$ cat src/rtl/alu_exec_unit.sv
// alu_exec_unit -- execute-stage ALU with an iterative shift-add multiplier.
//
// Purpose:
//   Executes one ALU_operation per request. Logic, add/sub, shift and
//   set-less-than ops answer one cycle after acceptance. The multiply family
//   (MUL/MULH/MULHSU/MULHU) runs a 32-step shift-add loop on operand
//   magnitudes, then applies the product sign in a single fix-up cycle.
//
// Handshake (both sides): a transfer happens on a rising clk edge where
//   valid && ready. in_ready is high only in IDLE, so a new request is never
//   taken while a result is pending. out_valid holds, with out_result and
//   out_illegal stable, until out_ready is sampled high.
//
// Ports:
//   clk          clock, rising edge
//   rst_n        asynchronous active-low reset
//   in_valid     request valid
//   in_ready     unit idle, can accept a request
//   in_op[5:0]   ALU_operation code
//   in_a, in_b   operands (rs1, rs2/immediate)
//   out_valid    result available
//   out_ready    consumer accepts the result
//   out_result   result word
//   out_illegal  op code not handled here (qualified by out_valid)
//
// Debug: the FSM state is held in the 'state' signal (type state_t).

module alu_exec_unit #(
  parameter int XLEN      = 32,
  parameter int MUL_STEPS = 32
) (
  input  logic            clk,
  input  logic            rst_n,
  input  logic            in_valid,
  output logic            in_ready,
  input  logic [5:0]      in_op,
  input  logic [XLEN-1:0] in_a,
  input  logic [XLEN-1:0] in_b,
  output logic            out_valid,
  input  logic            out_ready,
  output logic [XLEN-1:0] out_result,
  output logic            out_illegal
);

  localparam int CW = $clog2(MUL_STEPS);

  typedef enum logic [1:0] {
    S_IDLE = 2'd0,
    S_MUL  = 2'd1,
    S_FIX  = 2'd2,
    S_RESP = 2'd3
  } state_t;

  state_t              state;
  logic [CW-1:0]       cnt;
  logic [2*XLEN-1:0]   acc;
  logic [2*XLEN-1:0]   mcand;   // shifts left one place per step
  logic [XLEN-1:0]     mplier;  // shifts right; bit 0 is the current bit
  logic                neg;     // product must be negated in FIX
  logic                mul_lo;  // op was MUL: return low word

  // ---------------- single-cycle datapath ----------------
  logic [XLEN-1:0] alu_res;
  logic            alu_ill;

  always_comb begin
    alu_res = '0;
    alu_ill = 1'b0;
    case (in_op)
      6'b000000: alu_res = in_a & in_b;
      6'b000001: alu_res = in_a | in_b;
      6'b000010: alu_res = in_a + in_b;
      6'b000110: alu_res = in_a - in_b;
      6'b000111: alu_res = in_a ^ in_b;
      6'b001010: alu_res = {{(XLEN-1){1'b0}}, $signed(in_a) < $signed(in_b)};
      6'b001001: alu_res = {{(XLEN-1){1'b0}}, in_a < in_b};
      6'b001011: alu_res = in_a << in_b[4:0];
      6'b001100: alu_res = in_a >> in_b[4:0];
      6'b001101: alu_res = XLEN'($signed(in_a) >>> in_b[4:0]);
      default:   alu_ill = 1'b1;
    endcase
  end

  // ---------------- multiply set-up ----------------
  // 0100xx is the multiply family. a is signed for all but MULHU (xx=11);
  // b is signed only for MUL and MULH (xx=0x).
  logic            is_mul;
  logic            neg_a, neg_b;
  logic [XLEN-1:0] mag_a, mag_b;

  always_comb begin
    is_mul = (in_op[5:2] == 4'b0100);
    neg_a  = (in_op[1:0] != 2'b11) && in_a[XLEN-1];
    neg_b  = (in_op[1] == 1'b0) && in_b[XLEN-1];
    // Two's-complement negate; 0x80000000 maps to itself, read as 2^31.
    mag_a  = neg_a ? (~in_a + 1'b1) : in_a;
    mag_b  = neg_b ? (~in_b + 1'b1) : in_b;
  end

  logic [2*XLEN-1:0] fix_prod;
  assign fix_prod = neg ? (~acc + 1'b1) : acc;

  assign in_ready  = (state == S_IDLE);
  assign out_valid = (state == S_RESP);

  // ---------------- FSM ----------------
  always_ff @(posedge clk or negedge rst_n) begin
    if (!rst_n) begin
      state       <= S_IDLE;
      cnt         <= '0;
      acc         <= '0;
      mcand       <= '0;
      mplier      <= '0;
      neg         <= 1'b0;
      mul_lo      <= 1'b0;
      out_result  <= '0;
      out_illegal <= 1'b0;
    end else begin
      case (state)
        S_IDLE: begin
          if (in_valid) begin
            if (is_mul) begin
              acc    <= '0;
              cnt    <= '0;
              mcand  <= {{XLEN{1'b0}}, mag_a};
              mplier <= mag_b;
              neg    <= neg_a ^ neg_b;
              mul_lo <= (in_op[1:0] == 2'b00);
              state  <= S_MUL;
            end else begin
              out_result  <= alu_res;
              out_illegal <= alu_ill;
              state       <= S_RESP;
            end
          end
        end
        S_MUL: begin
          if (mplier[0]) acc <= acc + mcand;
          mcand  <= mcand << 1;
          mplier <= mplier >> 1;
          cnt    <= cnt + CW'(1);
          if (cnt == CW'(MUL_STEPS - 1)) state <= S_FIX;
        end
        S_FIX: begin
          out_result  <= mul_lo ? fix_prod[XLEN-1:0] : fix_prod[2*XLEN-1:XLEN];
          out_illegal <= 1'b0;
          state       <= S_RESP;
        end
        S_RESP: begin
          if (out_ready) state <= S_IDLE;
        end
        default: state <= S_IDLE;
      endcase
    end
  end

endmodule

$ cat config.mk
export PLATFORM = sky130hd
export DESIGN_NAME = alu_exec_unit
export DESIGN_NICKNAME = d
export VERILOG_FILES = /design/src/rtl/alu_exec_unit.sv
export SDC_FILE = /design/constraint.sdc
export NUM_CORES = 1
export LEC_CHECK = 0
export BUFFER_PORTS_ARGS = -buffer_cell sky130_fd_sc_hd__buf_2
export CORE_MARGIN = 1.5
export CORE_UTILIZATION = 45
export CTS_CLUSTER_DIAMETER = 80
export DETAILED_ROUTE_END_ITERATION = 8
export PLACE_DENSITY_LB_ADDON = 0.12
export SYNTH_ARGS = -nofsm -noshare
export SYNTH_HDL_FRONTEND = slang
export SYNTH_SLANG_ARGS = --single-unit
$ cat constraint.sdc
create_clock -name clk -period 4.7 [get_ports clk]
set_clock_uncertainty 0.2 [all_clocks]
set_input_delay 0.47 -clock clk [delete_from_list [all_inputs] [get_ports clk]]
set_output_delay 0.47 -clock clk [all_outputs]
set_load 0.02 [all_outputs]
==> summary.md, run 1 <==
| Metric | Value |
|---|---|
| Die Y | 231.2 um |
| Mapped Area | 23430 um2 |
| Syn nets | 3428 |
| Placed Cells | 3827 |
| Gate Count Post-Synth | 3170 |
| Fin nets | 3438 |
| Worst r2r src | mcand[0] |
| Ports | 109 |
| Crit path cell chain | ha_1, fa_1, a211o_1, a211o_1, a21oi_1, a22oi_1, o21ai_0, buf_4, o41ai_1, a41o_1, a221oi_1, xor2_1, o21ai_0 |
| Worst setup path category | reg2reg |
| TritonCTS clock tree | done |
| Max_cap viols | 0 |
| Via density | 6.568 |
| Compound-gate portion of the synthesized area | 0.3071 |
| Fin. Hold Viols | 0 |
| GP Congestion | 1.107 |
| Crit start category | register |
| Worst R2R Path Depth | 13 |
| GRT Resource Usage Total | 0.3942 |
| Multiplexer area fraction after synthesis | 0.06637 |
| Area of the multi-input gates | 17080 um2 |
| Crit-path max cell delay | 0.46 ns |
| Routed vias | 25510 |
| Max Freq | 230.7 MHz |
| Routed Antenna Nets | 0 |
| H-tree levels | 1 |
| Routed length per instance | 27.58 um |
| DRT Pass-1 Iters | 8 |
| Post-synth EDFFs | 0 |
| Top cells by area, synth | dfrtp_1 22%, ha_1 9.7%, o21ai_0 7.8% |
| Post-synthesis xor/xnor area fraction | 0.06691 |
| Syn_area_per_cell | 7.392 um2 |
| Non-filler cells, final | 3884 |
| Setup Buffers After CTS | 0 |
| Critical Path RT | 4.96 ns |
| RR Endpoint | acc[62] |
| CP max-delay cell | dfrtp_1 |
| Worst vdd ir | 0.0003821 V |
| Hold Path Sink | mplier[31] |
| Fill count | 5184 |
| Area Overhead vs Synth | 10.12% |
| Hold_buf cts | 1 |
| Slew Viols, Final | 0 |
| Largest net degree at the start of global routing | 121 |
| Core Region | 51410 um2 |
| Part of the cycle the worst path needs | 0.9223 |
| Synth unique cells | 86 |
| Num CTS Buffers | 29 |
| CP endpoint kind | register |
| Ys flop type | dfrtp_1 |
| DP HPWL | 82970 um |
| Pleak | 10.95 nW |
| Initial antenna violation count | 2 |
| RSZ-0062 raised after global routing | no |
| PortBufs | 108 |
| Clock network latency to the later pin of the worst-skew pair | 0.61 ns |
| Die width | 231.2 um |
| Register area | 5057 um2 |
| Deepest clock path buffer count | 3 |
| Area share of fa/ha/maj cells after synthesis | 0.09922 |
| Async SR Flop Fraction | 1.000 |
| Starting Density | 0.4558 |
| DRT iter0 DRCs | 2564 |
| # rows | 83 |
| Root Driver | clkbuf_16 |
| Worst slew margin | 0.1467 |
| Pwr Density | 449.4 nW/um2 |
| Outcome | complete, no violations |
| Clk sinks | 202 |
| Top cell type's share of synthesized area | 0.2157 |
| WP data arrival | 4.60 ns |
| Share of cells above drive strength 1 | 0.1130 |
| Final min period | 4.335 ns |
| Largest family of logic cells by synthesized area | compound AO/OA/AOI/OAI gates |
| TNS Setup | 0 ns |
| Worst Tran Pin Value | 1.264 ns |
| Gr ovfl total | 0 |
| Min-delay worst type | in2reg |
| Worst-path clk slew | 0.06 ns |
| Simple-gate share of the synthesized area | 0.1872 |
| Yosys Warn Count | 0 |
| Worst reg2reg setup slack | 0.36 ns |
| Wire length of the first global-routing pass | 158500 um |
| Hold Path Stages | 3 |
| Final WL | 107100 um |
| Post-CTS sizing | 0 |
| CP max FO | 4 |
| Drt drc | 0 |
| Vias in the first global route | 24410 |
| Finish-stage setup viols | 0 |
| Die area | 53450 um2 |
| Synth area leader | dfrtp_1 |
| Yosys reg bits | 202 |
| Hold_sp | in_b[31] |
| Sequential area share after synthesis | 0.2157 |
==> worst max-delay path by stage <==
stage                     cells past startpoint  slack, ns  startpoint              to
after floorplan                              17       0.06     in_b[2]  out_result[29]
after global placement                       14       0.39     in_a[0]  out_result[30]
after detailed placement                     14       0.28     in_a[0]  out_result[30]
after CTS                                    13       0.37      acc[0]         acc[62]
after global routing                         13       0.18      acc[0]         acc[62]
final                                        13       0.36    mcand[0]         acc[62]
==> kinds of logic after synthesis <==
kind of cell | count (synthesis)
muxes | 112
and+or+nand+nor | 991
buffers and inverters | 349
DFF | 202
adders and majority gates | 184
xor gates and xnor gates | 179
AOI/OAI and AO/OA | 1153
==> area by class of cell <==
type | instances | area share
repair buffers | 206 | 0.05164
multi-input cells | 2619 | 0.6621
well taps | 680 | 0.03297
inverters | 122 | 0.01775
clock buffers | 37 | 0.03084
diodes | 1 | 0.00009698
clock inverters | 17 | 0.008583
flip-flops and latches | 202 | 0.1960
==> per-layer routing <==
layer | GRT usage | wire [um] | up-vias
li1 | - | - | 11570
met1 | 0.4958 | 42730 | 12220
met2 | 0.6227 | 47420 | 1369
met3 | 0.07443 | 8948 | 355
met4 | 0.2465 | 8014 | 2
met5 | 0 | 12 | -
==> synthesized netlist by cell type (all sizes together) (22+ instances only) <==
| library cell | instances |
|---|---|
| xnor2 | 118 |
| o21bai | 38 |
| nand3 | 43 |
| a31oi | 38 |
| nor2 | 286 |
| mux2i | 62 |
| a21oi | 303 |
| dfrtp | 202 |
| nor3 | 57 |
| o211ai | 34 |
| ha | 181 |
| o41ai | 22 |
| a221oi | 22 |
| or3 | 30 |
| a211oi | 44 |
| o22ai | 37 |
| o31ai | 44 |
| clkbuf | 184 |
| buf | 43 |
| inv | 118 |
| mux4 | 33 |
| nand2 | 428 |
| nand4 | 32 |
| o21ai | 366 |
| a21o | 36 |
| xor2 | 61 |
==> cell usage in the layout (no fill, tap or decap), types with 61 or more instances in the layout <==
cell and instances:
mux2i_1 62, xor2_1 61, nor2_1 283, a21oi_1 301
buf_4 94, inv_1 115, buf_2 106, xnor2_1 118
dfrtp_1 200, ha_1 180, nand2_1 427, o21ai_0 363
==> sequential cells by signal, indices dropped and copies added, names as in the netlist <==
signal and cells:
out_result 32, state 2, cnt 5, mcand 64, out_illegal 1, mplier 32, acc 64, neg 1
mul_lo 1
==> through the flow <==
stage / utilization / instance area, um2 / power (W) / hold slack [ns] / setup slack (ns)
final: 0.5019 / 25800 / 0.01159 / 0.02019 / 0.3650
after floorplan: - / 23430 / 0.006875 / -0.02559 / 0.05741
after global placement: 0.4817 / 24760 / 0.008963 / 0.2564 / 0.3890
after detailed placement: 0.4817 / 24760 / 0.009044 / 0.2676 / 0.2845
after CTS: 0.5017 / 25790 / 0.01146 / 0.0008615 / 0.3675
after global routing: 0.5019 / 25800 / 0.01228 / 0.05042 / 0.1787
==> power breakdown <==
part / total [W] / internal, W / switching, W
logic: 0.00624 / 0.00210 / 0.00414
registers: 0.00297 / 0.00228 / 0.000691
clock network: 0.00238 / 0.00143 / 0.000958
==> worst max-delay path, delay by kind of cell (launching register included) <==
family / cells / cell delay, ns
AOI/OAI and AO/OA: 9 / 2.46
xor gates and xnor gates: 1 / 0.16
adders and majority gates: 2 / 0.70
buffers and inverters: 1 / 0.19
DFF: 1 / 0.46
No activity file was read; power rests on OpenSTA's default activity.
==> run 2, diff against run 1 <==
- PLACE_DENSITY: not set -> 0.6
- PLACE_DENSITY_LB_ADDON: 0.12 -> not set
- clock period: 4.7 -> 4.8 ns (I/O delays scaled with it)
==> run 2 against run 1 <==
  * Design area is essentially flat
  * Count of clock-buffer cells in the layout down 3
  * Via count rose by 0.96%
  * Register-to-register slack better by 0.24 ns
==> summary.md, run 2 (synthesis gave the netlist of run 1 again) <==
| Metric | Value |
|---|---|
| Routed Antenna Nets | 0 (unchanged) |
| GP Congestion | 1.072 (-3.2%) |
| Die width | 231.2 um (unchanged) |
| CP max FO | 8 (+4) |
| P_sw | 0.005603 W (-3.2%) |
| Deepest clock path buffer count | 3 (unchanged) |
| Worst slew margin | 0.05771 (-0.08902) |
| DRT Pass-1 Iters | 8 (unchanged) |
| TNS Setup | 0 ns (unchanged) |
| Routed vias | 25760 (+0.96%) |
| Hold Path Sink | mplier[31] |
| Setup Buffers After CTS | 0 (unchanged) |
| Worst-path clk slew | 0.06 ns (about the same) |
| Vias in the first global route | 24720 (+1.2%) |
| DRT iter0 DRCs | 2787 (+8.7%) |
| Max Freq | 234.6 MHz |
| Worst Tran Pin Value | 1.396 ns (+0.1319 ns) |
| CP max-delay cell | o311ai_0 |
| Register area | 5057 um2 (unchanged) |
| Num CTS Buffers | 28 (-3.4%) |
| Final total power | 0.01124 W (-3.0%) |
| Met1 wire length | 41490 um (-2.9%) |
| Core Region | 51410 um2 (unchanged) |
| Fill count | 5192 (+0.15%) |
| Die Y | 231.2 um (unchanged) |
| RSZ-0062 raised after global routing | no |
| Sw Share | 0.4984 (-0.0009931) |
| DR WL met2 | 49220 um (+3.8%) |
| Slew Viols, Final | 0 (unchanged) |
| Outcome | complete, no violations |
| Final min period | 4.263 ns |
| Root Driver | clkbuf_16 |
| Via density | 6.624 (+0.86%) |
| Hold_sp | in_b[31] |
| # rows | 83 (unchanged) |
| CP endpoint kind | register |
| Share of cells above drive strength 1 | 0.1152 (+0.002149) |
| Crit path cell chain | buf_2, inv_1, ha_1, fa_1, nor2_1, o311ai_0, a211oi_1, nor3_1, o31ai_1, buf_4, xnor2_1, a2111oi_0, o21ai_0, mux2_2 |
| Starting Density | 0.4558 (unchanged) |
| Final WL | 108400 um (+1.2%) |
| Initial antenna violation count | 7 (+5) |
| Crit-path max cell delay | 1.12 ns (+0.66 ns) |
| Max_cap viols | 0 (unchanged) |
| Worst R2R Path Depth | 13 (unchanged) |
| Pleak | 10.95 nW (about the same) |
| Fin nets | 3442 (+0.12%) |
| Drt drc | 0 (unchanged) |
| TritonCTS clock tree | done |
| Largest net degree at the start of global routing | 113 (-6.6%) |
| Int Pwr | 0.005639 W (-2.8%) |
| Fin. Hold Viols | 0 (unchanged) |
| Commonest non-fill, non-tap cell in the layout | nand2_1 |
| WP data arrival | 4.54 ns (-0.06 ns) |
| Worst vdd ir | 0.0003293 V (-14%) |
| Max layer used | met5 |
| Most frequent cells in the layout | 427 x nand2_1, 363 x o21ai_0, 300 x a21oi_1, 282 x nor2_1, 200 x dfrtp_1 |
| Critical Path RT | 5.08 ns (+0.12 ns) |
| Clock network latency to the later pin of the worst-skew pair | 0.59 ns (-0.02 ns) |
| Min-delay worst type | in2reg |
| Crit start category | input port |
| Die area | 53450 um2 (unchanged) |
| Wire length of the first global-routing pass | 159800 um (+0.85%) |
| Top flop regs | acc x64, mcand x64 |
| DP HPWL | 84350 um (+1.7%) |
| Clock Power Share | 0.198 (-0.008) |
| Combinational fraction of design power | 0.545 (+0.007) |
| Worst reg2reg setup slack | 0.60 ns (+0.24 ns) |
| Ports | 109 (unchanged) |
| Pwr Density | 435.9 nW/um2 (-3.0%) |
| GRT Resource Usage Total | 0.3985 (+0.004294) |
| Gr ovfl total | 0 (unchanged) |
| Worst r2r src | acc[0] |
| Finish-stage setup viols | 0 (unchanged) |
| Part of the cycle the worst path needs | 0.8882 |
| Clk sinks | 202 (unchanged) |
| Worst setup path category | in2reg |
| Area Overhead vs Synth | 10.08% (about the same) |
| PortBufs | 108 (unchanged) |
| Routed length per instance | 27.89 um (+1.1%) |
| Met3 WL | 9796 um (+9.5%) |
| Hold Path Stages | 3 (unchanged) |
| Area of the multi-input gates | 17100 um2 (about the same) |
| Seq pwr share | 0.257 (about the same) |
| H-tree levels | 1 (unchanged) |
| RR Endpoint | acc[62] |
## run 2: per-stage QoR
stage	worst slack [ns]	instance area [um2]	instances	util	hold WS [ns]
final	0.5367	25790	3888	0.5017	0.04993
after floorplan	0.1474	23430	3170	-	-0.01559
after global placement	0.3659	24800	3833	0.4824	0.2566
after detailed placement	0.3384	24800	3833	0.4824	0.2693
after global routing	0.3105	25780	3884	0.5015	0.06645
after CTS	0.6299	25780	3884	0.5015	0.02393
## run 2: final cells by class
type,count,area share
Antenna cell,4,0.0003881
Tap cell,680,0.03299
Multi-Input combinational cell,2619,0.6629
Clock inverter,16,0.008247
Timing Repair Buffer,211,0.05210
Clock buffer,34,0.02959
Inverter,122,0.01775
Sequential cell,202,0.1961
## run 2: worst max-delay path by stage
stage             from              to  slack (ns)
2_1_floorplan  in_b[2]  out_result[29]        0.15
3_3_place_gp   in_a[0]  out_result[30]        0.37
3_5_place_dp   in_a[0]  out_result[30]        0.34
4_1_cts         acc[0]         acc[62]        0.63
5_1_grt        in_a[0]  out_result[16]        0.31
6_report       in_a[0]  out_result[16]        0.54
## run 2: per-layer routing
layer,up-vias,track usage
met5,-,0
met2,1425,0.6410
li1,11580,-
met4,4,0.2520
met3,371,0.07960
met1,12370,0.4879
## run 2: what timing repair did
item                                   CTS  global route
gates resized for setup                  0             0
endpoints found under the hold margin  110             0
hold buffers                             1             0
## run 2: critical path: cells and delay by family
family                     cells  cell delay, ns
buffers and inverters          3            0.47
xor gates and xnor gates       1            0.12
AOI/OAI and AO/OA              5            2.42
muxes                          1            0.29
adders and majority gates      2            0.45
and+or+nand+nor                2            0.30
## run 2: power by group through the flow
stage | combinational (W) | sequential, W | clock, W
after floorplan | 0.00400 | 0.00274 | 0
after global placement | 0.00589 | 0.00287 | 0
after detailed placement | 0.00598 | 0.00289 | 0
after CTS | 0.00600 | 0.00287 | 0.00225
after global routing | 0.00666 | 0.00294 | 0.00232
final | 0.00613 | 0.00289 | 0.00222
